## config.mk

```make
export PLATFORM = sky130hd
export DESIGN_NAME = tt_rx
export DESIGN_NICKNAME = d
export VERILOG_FILES = /design/src/rtl/tt_rx.sv
export SDC_FILE = /design/constraint.sdc
export NUM_CORES = 1
export LEC_CHECK = 0
export BUFFER_PORTS_ARGS = -buffer_cell sky130_fd_sc_hd__buf_4
export CORE_AREA = 2 2 57 59
export DETAILED_ROUTE_END_ITERATION = 16
export DIE_AREA = 0 0 59 61
export GPL_ROUTABILITY_DRIVEN = 0
export PLACE_DENSITY = 0.65
export SETUP_SLACK_MARGIN = 0.2
export SKIP_CTS_REPAIR_TIMING = 1
export SLEW_MARGIN = 20
export SYNTH_ARGS = -nofsm -noshare
export SYNTH_HDL_FRONTEND = slang
export SYNTH_SLANG_ARGS = --single-unit
```

## constraint.sdc

```tcl
create_clock -name clk -period 2.69 [get_ports clk]
set_input_delay 0.1345 -clock clk [delete_from_list [all_inputs] [get_ports clk]]
set_output_delay 0.1345 -clock clk [all_outputs]
set_load 0.03 [all_outputs]
```

## src/rtl/tt_rx.sv

```systemverilog
// tt_rx: oversampling 8N1 UART receiver with a single-byte holding register.
//   clk          system clock
//   reset        asynchronous active-high reset
//   rxclk        one-clk enable pulse at OVERSAMPLE x baud (8 or 16 only)
//   rx_enable    low holds the receiver idle; the holding register is kept
//   rx_in        asynchronous serial line, idle high, LSB first
//   uld_rx_data  unload request, level-held by the register block
//   rx_data      last accepted byte
//   rx_empty     1 = no unread byte
//   rx_frame_err stop bit of the held byte was sampled low
//   rx_overrun   a completed byte was dropped because the register was full
module tt_rx #(
  parameter int OVERSAMPLE = 16
) (
  input  logic       clk,
  input  logic       reset,
  input  logic       rxclk,
  input  logic       rx_enable,
  input  logic       rx_in,
  input  logic       uld_rx_data,
  output logic [7:0] rx_data,
  output logic       rx_empty,
  output logic       rx_frame_err,
  output logic       rx_overrun
);
  localparam int CW = $clog2(OVERSAMPLE);
  localparam logic [CW-1:0] CNT_MID = CW'(OVERSAMPLE / 2 - 1);
  localparam logic [CW-1:0] CNT_END = CW'(OVERSAMPLE - 1);

  typedef enum logic [1:0] {IDLE, START, DATA, STOP} state_t;

  state_t        state;
  logic [CW-1:0] cnt;
  logic [2:0]    bidx;
  logic [7:0]    shift;
  logic          sync1, rxs;
  // Set once rxs is seen high in IDLE, cleared at byte completion. A start
  // therefore needs a genuine falling edge, so a held-low line (break or a
  // low stop bit that lingers) cannot retrigger a frame.
  logic          armed;
  logic          done;

  assign done = rx_enable && rxclk && (state == STOP) && (cnt == CNT_END);

  always_ff @(posedge clk or posedge reset) begin
    if (reset) begin
      sync1        <= 1'b1;
      rxs          <= 1'b1;
      state        <= IDLE;
      cnt          <= '0;
      bidx         <= '0;
      shift        <= '0;
      armed        <= 1'b0;
      rx_data      <= 8'h00;
      rx_empty     <= 1'b1;
      rx_frame_err <= 1'b0;
      rx_overrun   <= 1'b0;
    end else begin
      sync1 <= rx_in;
      rxs   <= sync1;

      if (!rx_enable) begin
        state <= IDLE;
        cnt   <= '0;
        bidx  <= '0;
        if (rxs) armed <= 1'b1;
      end else begin
        case (state)
          IDLE: begin
            if (rxs) armed <= 1'b1;
            if (rxclk && !rxs && armed) begin
              state <= START;
              cnt   <= '0;
            end
          end
          START: if (rxclk) begin
            if (cnt == CNT_MID) begin
              cnt <= '0;
              if (!rxs) begin
                state <= DATA;
                bidx  <= '0;
              end else begin
                state <= IDLE;   // false start: glitch shorter than half a bit
              end
            end else begin
              cnt <= cnt + 1'b1;
            end
          end
          DATA: if (rxclk) begin
            cnt <= cnt + 1'b1;
            if (cnt == CNT_END) begin
              shift <= {rxs, shift[7:1]};
              bidx  <= bidx + 3'd1;
              if (bidx == 3'd7) begin
                state <= STOP;
                cnt   <= '0;
              end
            end
          end
          STOP: if (rxclk) begin
            cnt <= cnt + 1'b1;
            if (cnt == CNT_END) begin
              state <= IDLE;
              cnt   <= '0;
              armed <= 1'b0;
            end
          end
          default: state <= IDLE;
        endcase
      end

      // Holding register. An unload on the completion edge frees the slot
      // for the new byte, so that case loads rather than overruns.
      if (done) begin
        if (rx_empty || uld_rx_data) begin
          rx_data      <= shift;
          rx_empty     <= 1'b0;
          rx_frame_err <= ~rxs;
          if (uld_rx_data) rx_overrun <= 1'b0;
        end else begin
          rx_overrun <= 1'b1;
        end
      end else if (uld_rx_data && !rx_empty) begin
        rx_empty     <= 1'b1;
        rx_frame_err <= 1'b0;
        rx_overrun   <= 1'b0;
      end
    end
  end
endmodule

```

* Word level (Yosys, flattened, before mapping)
Index checks and enable logic that the tools add are counted.
Cells by class: add/sub/neg operators 2, equality and inequality tests 19, mux-type cells 42, bitwise gates (word level) 1, reductions and logical operators 19
Operator list (count):
- 4-bit 2-to-1 mux | 9
- 3-bit != test (second input constant) | 9
- 2-bit 2-to-1 mux | 10
- 3-bit 2-to-1 mux | 6
- 4-bit one-hot mux with 4 select lines | 1
- 1-bit 2-to-1 mux | 13
- 2-bit one-hot mux with 4 select lines | 1
- 4-bit AND reduction | 2
- 8-bit AND reduction | 1
- 1-bit logical AND | 6
- 3-bit by 1-bit != test with 1-bit output (second input constant) | 2
- 3-bit one-hot mux with 2 select lines | 1
- 2-bit AND reduction | 3
- 6-bit AND reduction | 1
- 4-bit by 1-bit adder with 4-bit output (second input constant) | 1
- 2-bit equality test (second input constant) | 2
- 4-bit by 3-bit equality test with 1-bit output (second input constant) | 1
- 4-bit equality test (second input constant) | 1
- 3-bit by 1-bit adder with 3-bit output (second input constant) | 1
- 3-bit equality test (second input constant) | 1
- 3-bit by 2-bit != test with 1-bit output (second input constant) | 1
- 3-bit AND reduction | 1
- 2-bit by 1-bit equality test with 1-bit output (second input constant) | 1
- 1-bit logical NOT | 2
- other kinds (6) | 6
Storage, ports and cells: register bits after elaboration 31, input bits 6, output and inout bits 11, logic and storage cells 94

* Depth between registers and ports, before layout
depth in word-level cells 6, gate-level depth with buffers 6, mapped depth without buffers 5

* Worst setup path before layout
No wires, ideal clock.
path kind register -> register, start register cnt[0], end register rx_data[0], library setup time 125 ps, arrival time 1456 ps, required time 2565 ps, setup slack 1109 ps, cell stages (with the launch flop) 6, buffers on the path 0, period minus slack after synthesis 1581 ps, cell sequence dfrtp_1 -> ha_1 -> nand4_4 -> nor3_4 -> o21ai_2 -> mux2_2
On the way: longest elaborated chain between the ends 3
Ends and longest elaborated chain:
- from (decl) | RTL line 33 | logic [CW-1:0] cnt;
- from (signal assigned) | RTL line 86 | cnt <= cnt + 1'b1;
- from (signal assigned) | RTL line 90 | cnt <= cnt + 1'b1;
- from (signal assigned) | RTL line 101 | cnt <= cnt + 1'b1;
- 4-bit equality test | RTL line 43 | assign done = rx_enable && rxclk && (state == STOP) && (cnt == CNT_END);
- 1-bit logical AND | RTL line 43
- 2-bit AND reduction (no line)
- to (signal assigned) | RTL line 116 | rx_data <= shift;
- to (decl) | RTL line 21 | output logic [7:0] rx_data,
Every way passes these cells. A chain may end at the register's enable or synchronous reset.

* Worst setup path in the final report
start register cnt[0], end register rx_data[5]
The elaborated chain is that of the path after synthesis.

==> flow_summary.toml <==
[finish]
nets = 148
diodes = 0
most-common-layout-cells = "28 x dfrtp_1, 17 x buf_4, 16 x mux2_2"
layout_commonest_cell = "dfrtp_1"
area_delta_synth_final_pct = 14.2
drive_gt1_share_pct = 34.3

[critical_path]
required_ps = 2910
arrival_ps = 2040
rrSetupSlack_ps = 870
startpoint_type = "flop"
critPathKind = "reg -> reg"
path_max_fanout = 8
cp-end-kind = "flop"

[power]
switchingPower_uw = 209
p_per_area_nw_per_um2 = 487
intPower_uw = 598
leakage_uw = 0.000816
p_seq_share_pct = 60.6
clkPwrFrac_pct = 32.1
sw_frac_of_total_pct = 25.9
p_comb_share_pct = 7.4
peakVddDrop_v = 0.000302

[timing]
fmax_ghz = 0.548
fin_skew_ps = 8.32
period_share_pct = 67.8
slew_headroom_pct = 55.4
hold_viol = 0
fin_crit_ps = 1820
tightestPinTransition_ps = 666
setup_viol = 0
drv_slew = 0
rsz0062_at_grt = "no"
setup_slack_ps = 865
finalSetupTns_ps = 0

[drt]
first_pass_iters = 4
top_layer = "met4"
m1WireLength_um = 1170
vias = 984
route.detailed.drc = 0
wl_met2_um = 1270
route.detailed.vias_per_inst = 5.69
ant_nets = 0
wl_met3_um = 105
drt_iter0_markers = 17
avgRoutedWirePerCell_um = 15.0
wirelength_um = 2590

[floorplan]
start_util_pct = 49.1
design.die.area_um2 = 3600
num_rows = 20
die_w_um = 59
die_h_um = 61
ioPinCount = 17
coreArea_um2 = 2950

[yosys]
yosysWarnings = 0
ys_async_sr_fraction_pct = 100
synthesis.area_um2 = 1450
synthCells = 118
ys_types = 39
ys_ff_latch = 31
synth_edf_count = 0
synthXorXnorAreaFrac_pct = 0
synth-adder-area-share_pct = 2.59
synth_compound_area_share_pct = 13.4
yosys-mux-area-fraction_pct = 14.5
ys_seq_area_share_pct = 53.8
syn_area_per_cell_um2 = 12.3
synth_top_family_by_area = "multiplexers"
ys.flop_type = "dfrtp_1"
synthSimpleGateAreaFrac_pct = 12.3
syn-num-nets = 127

[job]
maxCapViolCount = 0

[global_routing]
grt_start_max_net_pins = 32
overflow = 0
grt_pass1_wl_um = 4390
antenna_found_initial = 0
grt_pass1_vias = 980
grt_use_total_pct = 16.9

[cts]
cts_buffers = 5
clk_latency_ps = 330
clockBufferDepth = 2
clk_pin_slew_ps = 100
root_buffer = "clkbuf_4"
h-tree-depth = 2
cts_tree = "yes"
clock_sinks = 31

[run_status]
status = "finished clean"

[hold_path]
hp-class = "in -> reg"

[placed_design]
port_buffers = 16
hpwl_um = 1770
post-place-ws_ps = 875
-- power by group through the flow --
stage / clock network (uW) / registers [uW] / logic (uW)
after floorplan: 0 / 487 / 50.7
after global placement: 0 / 497 / 55.9
after detailed placement: 0 / 497 / 57.8
after CTS: 272 / 489 / 57.9
after global routing: 290 / 490 / 66.8
final: 259 / 489 / 59.4
-- critical path: stages (launching register included) --
cell and delay, ps:
dfrtp_1 400, ha_1 320, nand4_4 180, nor3_4 270, o21ai_2 210, mux2_2 320
-- sequential cells by signal, indices dropped and copies added, names as in the netlist --
signal / cells
rx_data: 8
bidx: 3
sync1: 1
rxs: 1
rx_overrun: 1
rx_empty: 1
cnt: 4
state: 2
rx_frame_err: 1
armed: 1
shift: 8
-- metal layers --
| metal | vias up | GRT usage [%] |
|---|---|---|
| met1 | 489 | 20.5 |
| met2 | 14 | 26.7 |
| met3 | 6 | 6.40 |
| met4 | 0 | 7.79 |
| li1 | 475 | - |
| met5 | - | 0 |
-- cells by family after synthesis --
kind of cell / after synthesis
flops: 31
simple gates: 28
compound gates: 27
mux: 19
buf+inv: 10
fa+ha+maj: 3
-- layout make-up --
| cell class | count | area, um2 |
|---|---|---|
| Timing Repair Buffer | 19 | 148 |
| Multi-Input combinational cell | 77 | 619 |
| Tap cell | 33 | 41.3 |
| Clock buffer | 7 | 45.0 |
| Inverter | 5 | 18.8 |
| Clock inverter | 1 | 5.00 |
| Fill cell | 262 | 1300 |
| Sequential cell | 31 | 779 |
-- through the flow --
stage | hold slack, ps | total power, uW | util [%] | area (um2) | cells
CTS | -131 | 818 | 55.4 | 1640 | 171
floorplan | 139 | 538 | - | 1450 | 118
detailed placement | 243 | 555 | 53.7 | 1590 | 163
global placement | 242 | 553 | 53.7 | 1590 | 163
finish | 84.3 | 807 | 56.1 | 1660 | 173
global route | 71.9 | 847 | 56.1 | 1660 | 173
-- synthesized netlist by cell type, types with 2 or more instances --
library cell | instances | share of area (%)
a21o_1 | 2 | 1.0
dfrtp_1 | 28 | 48
dfstp_2 | 3 | 5.4
nand4_1 | 2 | 0.86
nor3_4 | 2 | 2.2
nand3_1 | 3 | 1.0
nand2_1 | 8 | 2.1
nor2_1 | 5 | 1.3
o21ai_0 | 6 | 2.1
mux2i_1 | 3 | 2.1
a22o_1 | 2 | 1.2
inv_1 | 5 | 1.3
ha_1 | 3 | 2.6
a21oi_1 | 3 | 1.0
o22ai_1 | 2 | 0.86
mux2_2 | 16 | 12
buf_2 | 2 | 0.69
o21bai_1 | 2 | 1.0
-- worst paths after layout --
kind                             start          to  depth (start not counted)
min reg2reg                      sync1         rxs                          0
min                        uld_rx_data    rx_empty                          3
max                             cnt[0]  rx_data[5]                          5
max reg2reg                     cnt[0]  rx_data[5]                          5
min in group asynchronous        reset    state[1]                          4
max in group asynchronous        reset       sync1                          4
Note: power is estimated with default switching activity, not from simulation.
